[config.mk]
export PLATFORM = sky130hd
export DESIGN_NAME = stream_pack
export DESIGN_NICKNAME = d
export VERILOG_FILES = /design/src/rtl/stream_pack.sv
export SDC_FILE = /design/constraint.sdc
export NUM_CORES = 1
export LEC_CHECK = 0
export ABC_AREA = 0
export BUFFER_PORTS_ARGS = -buffer_cell sky130_fd_sc_hd__buf_2
export CAP_MARGIN = 30
export CORE_ASPECT_RATIO = 2
export CORE_MARGIN = 10
export CORE_UTILIZATION = 53
export DETAILED_ROUTE_END_ITERATION = 16
export PLACE_DENSITY_LB_ADDON = 0.15
export SLEW_MARGIN = 20
export SYNTH_ARGS = -nofsm -noshare
export SYNTH_HDL_FRONTEND = slang
export SYNTH_SLANG_ARGS = --single-unit
[constraint.sdc]
create_clock -name clk -period 2.5 [get_ports clk]
set_input_delay 0.125 -clock clk [delete_from_list [all_inputs] [get_ports clk]]
set_output_delay 0.125 -clock clk [all_outputs]
set_load 0.05 [all_outputs]
[src/rtl/stream_pack.sv]
// stream_pack: packs `ratio` consecutive narrow stream elements into one wide word.
//
// Reads elements from a show-ahead upstream FIFO (in_rdy/in_eos/in_data, popped by
// in_en) and pushes packed words to a downstream FIFO (out_en/out_eos/out_data, gated
// by out_rdy). Lane 0 is the least significant slice of out_data. An eos element is a
// pure marker: any partially filled word is flushed zero-padded, then one eos word
// (out_eos=1, out_data=0) is forwarded.
//
// Ports:
//   clk       clock, rising edge
//   reset     synchronous, active-high
//   in_rdy    upstream holds an element
//   in_eos    head element is an eos marker
//   in_data   head element payload
//   in_en     pop upstream head this cycle
//   out_rdy   downstream can accept a word
//   out_en    push out_data/out_eos this cycle
//   out_eos   pushed word is an eos marker
//   out_data  packed word
//   out_count (only with STREAM_PACK_COUNT_EN) valid lanes in the presented word
//
// Optional build macro: STREAM_PACK_COUNT_EN adds out_count and its holding register.
//
// state | meaning
// FILL  | popping elements into lanes of buf_q
// EMIT  | presenting buf_q as a data word until downstream accepts it
// MARK  | presenting the eos word until downstream accepts it

module stream_pack #(
    parameter int datawidth = 8,
    parameter int ratio     = 4,
    parameter int cntwidth  = 2
) (
    input  logic                          clk,
    input  logic                          reset,
    input  logic                          in_rdy,
    input  logic                          in_eos,
    input  logic [datawidth-1:0]          in_data,
    output logic                          in_en,
    input  logic                          out_rdy,
    output logic                          out_en,
    output logic                          out_eos,
    output logic [datawidth*ratio-1:0]    out_data
`ifdef STREAM_PACK_COUNT_EN
    ,
    output logic [cntwidth:0]             out_count
`endif
);

    localparam logic [cntwidth-1:0] LAST_LANE = cntwidth'(ratio - 1);

    typedef enum logic [1:0] {
        FILL = 2'd0,
        EMIT = 2'd1,
        MARK = 2'd2
    } state_t;

    state_t                       state_q;
    logic [cntwidth-1:0]          cnt_q;
    logic [datawidth*ratio-1:0]   buf_q;
    logic                         pend_q;
`ifdef STREAM_PACK_COUNT_EN
    logic [cntwidth:0]            count_q;
`endif

    // Handshakes depend only on registered state and the rdy inputs, so there is no
    // combinational path from in_* to out_*.
    always_comb begin
        in_en    = 1'b0;
        out_en   = 1'b0;
        out_eos  = 1'b0;
        out_data = '0;
        case (state_q)
            FILL: begin
                in_en = in_rdy & ~reset;
            end
            EMIT: begin
                out_en   = out_rdy & ~reset;
                out_data = buf_q;
            end
            MARK: begin
                out_en  = out_rdy & ~reset;
                out_eos = 1'b1;
            end
            default: begin
                in_en = 1'b0;
            end
        endcase
    end

`ifdef STREAM_PACK_COUNT_EN
    assign out_count = (state_q == EMIT && !reset) ? count_q : '0;
`endif

    always_ff @(posedge clk) begin
        if (reset) begin
            state_q <= FILL;
            cnt_q   <= '0;
            buf_q   <= '0;
            pend_q  <= 1'b0;
`ifdef STREAM_PACK_COUNT_EN
            count_q <= '0;
`endif
        end else begin
            case (state_q)
                FILL: begin
                    if (in_en) begin
                        if (!in_eos) begin
                            for (int i = 0; i < ratio; i++) begin
                                if (cnt_q == cntwidth'(i)) begin
                                    buf_q[i*datawidth +: datawidth] <= in_data;
                                end
                            end
                            if (cnt_q == LAST_LANE) begin
                                cnt_q   <= '0;
                                state_q <= EMIT;
`ifdef STREAM_PACK_COUNT_EN
                                count_q <= (cntwidth+1)'(ratio);
`endif
                            end else begin
                                cnt_q <= cnt_q + cntwidth'(1);
                            end
                        end else if (cnt_q != '0) begin
                            // Flush the partial word first; pend_q routes EMIT to MARK.
                            pend_q  <= 1'b1;
                            state_q <= EMIT;
`ifdef STREAM_PACK_COUNT_EN
                            count_q <= {1'b0, cnt_q};
`endif
                        end else begin
                            state_q <= MARK;
                        end
                    end
                end
                EMIT: begin
                    if (out_en) begin
                        buf_q  <= '0;
                        cnt_q  <= '0;
`ifdef STREAM_PACK_COUNT_EN
                        count_q <= '0;
`endif
                        if (pend_q) begin
                            pend_q  <= 1'b0;
                            state_q <= MARK;
                        end else begin
                            state_q <= FILL;
                        end
                    end
                end
                MARK: begin
                    if (out_en) begin
                        state_q <= FILL;
                    end
                end
                default: begin
                    state_q <= FILL;
                end
            endcase
        end
    end

endmodule

==> results.toml <==
[outcome]
outcome = "finished clean"

[cells_and_area]
final_cell_mix = "47 x buf_2, 37 x dfxtp_1, 36 x nor2_1"
stdcell_count = 306
stdcell_area_mm2 = 0.002401
num_antenna_cells = 0
nFillCells = 332
seq_area_um2 = 740.7
layout-drive-gt1-share = 0.2763
final_net_count = 277
final_util = 0.6656
final_common_cell = "buf_2"
multi_input_area_mm2 = 0.001140
syn2layout_area_growth_pct = 22.54

[global_routing]
grt.total_usage = 0.1404
grt_antenna_before_repair = 0
grt_pass1_wl_mm = 7.734
grt-ovfl-total = 0
grt_max_degree = 29
grt_pass1_vias = 1600

[synth]
ys_seq_elements = 37
avgSynthCellArea_um2 = 9.558
synth_cell_types = 29
netlist_area_mm2 = 0.001959
syn_inst = 205
ys_seq_area_frac = 0.3780
yosys_warnings = 0
synth_nets = 226

[sta]
rsz0062_at_grt = "no"
tns_ns = 0
finalCritPeriodShare = 0.8486
setup_viol = 0
fin_worst_skew_ns = 0.009206
drv_slew = 0
finalCriticalPeriod_ns = 2.122
hold_viol = 0
slew-limit-headroom = 0.6399
max_freq_mhz = 471.3
tightest_slew_ns = 0.5401

[clock_tree]
clk_latency_ns = 0.29
ctsHoldBuffers = 0
root_buffer = "clkbuf_8"
numCtsBuffers = 5
cts_sinks = 37
cts_setup_buffers = 0
clk_pin_slew_worst_paths_ns = 0.08
cts_tree = "done"
ctsLongestPathBuffers = 2
cts_resized = 0
h-tree-depth = 2

[routing]
drt-total-wl_mm = 4.779
vias_per_cell = 4.997
post-route-drc-count = 0
ant_nets = 0
wire_per_inst_um = 15.62
drt_iter0_markers = 51
vias = 1529
first_pass_iters = 4

[setup_path]
cp_max_fo = 8
criticalPathCategory = "flip-flop to flip-flop"
crit_path_end_kind = "flip-flop"
cp.arrival_ns = 2.29
crit_start = "state_q[1]"
r2r_start = "state_q[1]"
critPathRequiredTime_ns = 2.66
startpoint_type = "flip-flop"

[power]
sw_frac_of_total = 0.2805
irDropWorstVdd_mv = 0.9743
p_per_area_mw_per_mm2 = 659.4
seq_power_share = 0.403
p_leak_nw = 1.071
p_switching_mw = 0.4441
finalPower_mw = 1.583
power_frac_comb = 0.213
p_clk_frac = 0.384
internal_power_mw = 1.139

[worst_hold_path]
min-delay-start = "in_eos"
min_path_type = "input port to flip-flop"

[floorplan]
rows = 31
die_area_mm2 = 0.006677
core_area_mm2 = 0.003607
die_y_um = 106.0
ios = 48
start_util = 0.5432
die_w_um = 63.00

[placed_design]
io_buffers = 47
place_area_mm2 = 0.002267
dp_hpwl_mm = 3.551
gp_congestion = 0.8079
dp_cells = 298

[job]
cap_violations = 0
==> final timing paths <==
| check | end | slack, ns | cells past startpoint |
|---|---|---|---|
| setup / recovery | buf_q[7] | 0.38 | 7 |
| hold / removal | state_q[0] | 0.19 | 4 |
| setup reg to reg | buf_q[7] | 0.38 | 7 |
| hold reg to reg | buf_q[24] | 0.49 | 2 |
==> cells in the mapped netlist, drive strengths merged <==
| library cell | count | share of area |
|---|---|---|
| buf | 2 | 0.0083 |
| clkbuf | 10 | 0.020 |
| or2 | 1 | 0.0032 |
| mux2i | 33 | 0.17 |
| ha | 8 | 0.051 |
| inv | 6 | 0.011 |
| nand3b | 1 | 0.010 |
| and2 | 33 | 0.11 |
| a41o | 1 | 0.0051 |
| nand3 | 2 | 0.0051 |
| and3 | 1 | 0.0032 |
| dfxtp | 37 | 0.38 |
| nor4 | 1 | 0.0032 |
| a211o | 1 | 0.0045 |
| nor3b | 1 | 0.0038 |
| a32o | 1 | 0.0051 |
| nand4b | 4 | 0.018 |
| nand2 | 3 | 0.0057 |
| nand2b | 4 | 0.017 |
| a211oi | 1 | 0.0038 |
| nor2b | 8 | 0.026 |
| a21oi | 3 | 0.0077 |
| nor2 | 36 | 0.069 |
| a221oi | 6 | 0.063 |
| a32oi | 1 | 0.0045 |
==> cells by family (layout without fill, tap and decap cells) <==
| group | Yosys count | after routing | synth area share |
|---|---|---|---|
| AO/OA/AOI/OAI | 14 | 14 | 0.09323 |
| adder cells (fa/ha/maj) | 8 | 8 | 0.05109 |
| buffers and inverters | 18 | 70 | 0.04023 |
| flip-flops | 37 | 37 | 0.3780 |
| multiplexers | 33 | 33 | 0.1686 |
| AND/OR/NAND/NOR | 95 | 95 | 0.2688 |
==> worst max-delay path, stage by stage (launching register included) <==
cell	delay [ns]
dfxtp_1	0.33
inv_1	0.10
ha_1	0.51
nand2b_4	0.18
a221oi_4	0.36
buf_4	0.23
mux2i_1	0.21
nor2_1	0.07
==> state kept, by name (all words and copies together) (netlist names) <==
signal,cells
cnt_q,2
state_q,2
buf_q,32
pend_q,1
==> through the flow <==
step | setup slack [ns] | hold WS, ns
after global placement | 0.4257 | 0.4662
final | 0.3784 | 0.1928
after floorplan | 0.6226 | 0.3121
after CTS | 0.3525 | 0.1914
after global routing | 0.2390 | 0.2284
after detailed placement | 0.3838 | 0.4745
==> layer usage <==
layer / part of all wire / GRT usage / vias up / routed length (um)
met5: 0 / 0 / - / 0
met4: 0.014 / 0.05788 / 0 / 67
met3: 0.045 / 0.03680 / 5 / 217
met2: 0.53 / 0.2584 / 38 / 2548
met1: 0.41 / 0.1443 / 699 / 1946
li1: - / - / 787 / -
==> cell type report <==
type	instances	area share
inverter	6	0.009380
clock inverter	3	0.02710
clock buffer	5	0.02866
multi-input combinational	150	0.4747
tap	49	0.02553
sequential	37	0.3085
timing repair buffer	56	0.1261
==> power groups by stage <==
stage	Clock, mW	Combinational, mW	Sequential (mW)
global route	0.639	0.369	0.641
global placement	0	0.335	0.650
detailed placement	0	0.337	0.651
finish	0.608	0.337	0.638
CTS	0.619	0.339	0.638
floorplan	0	0.263	0.644
Power figures use the tool's default switching activity.
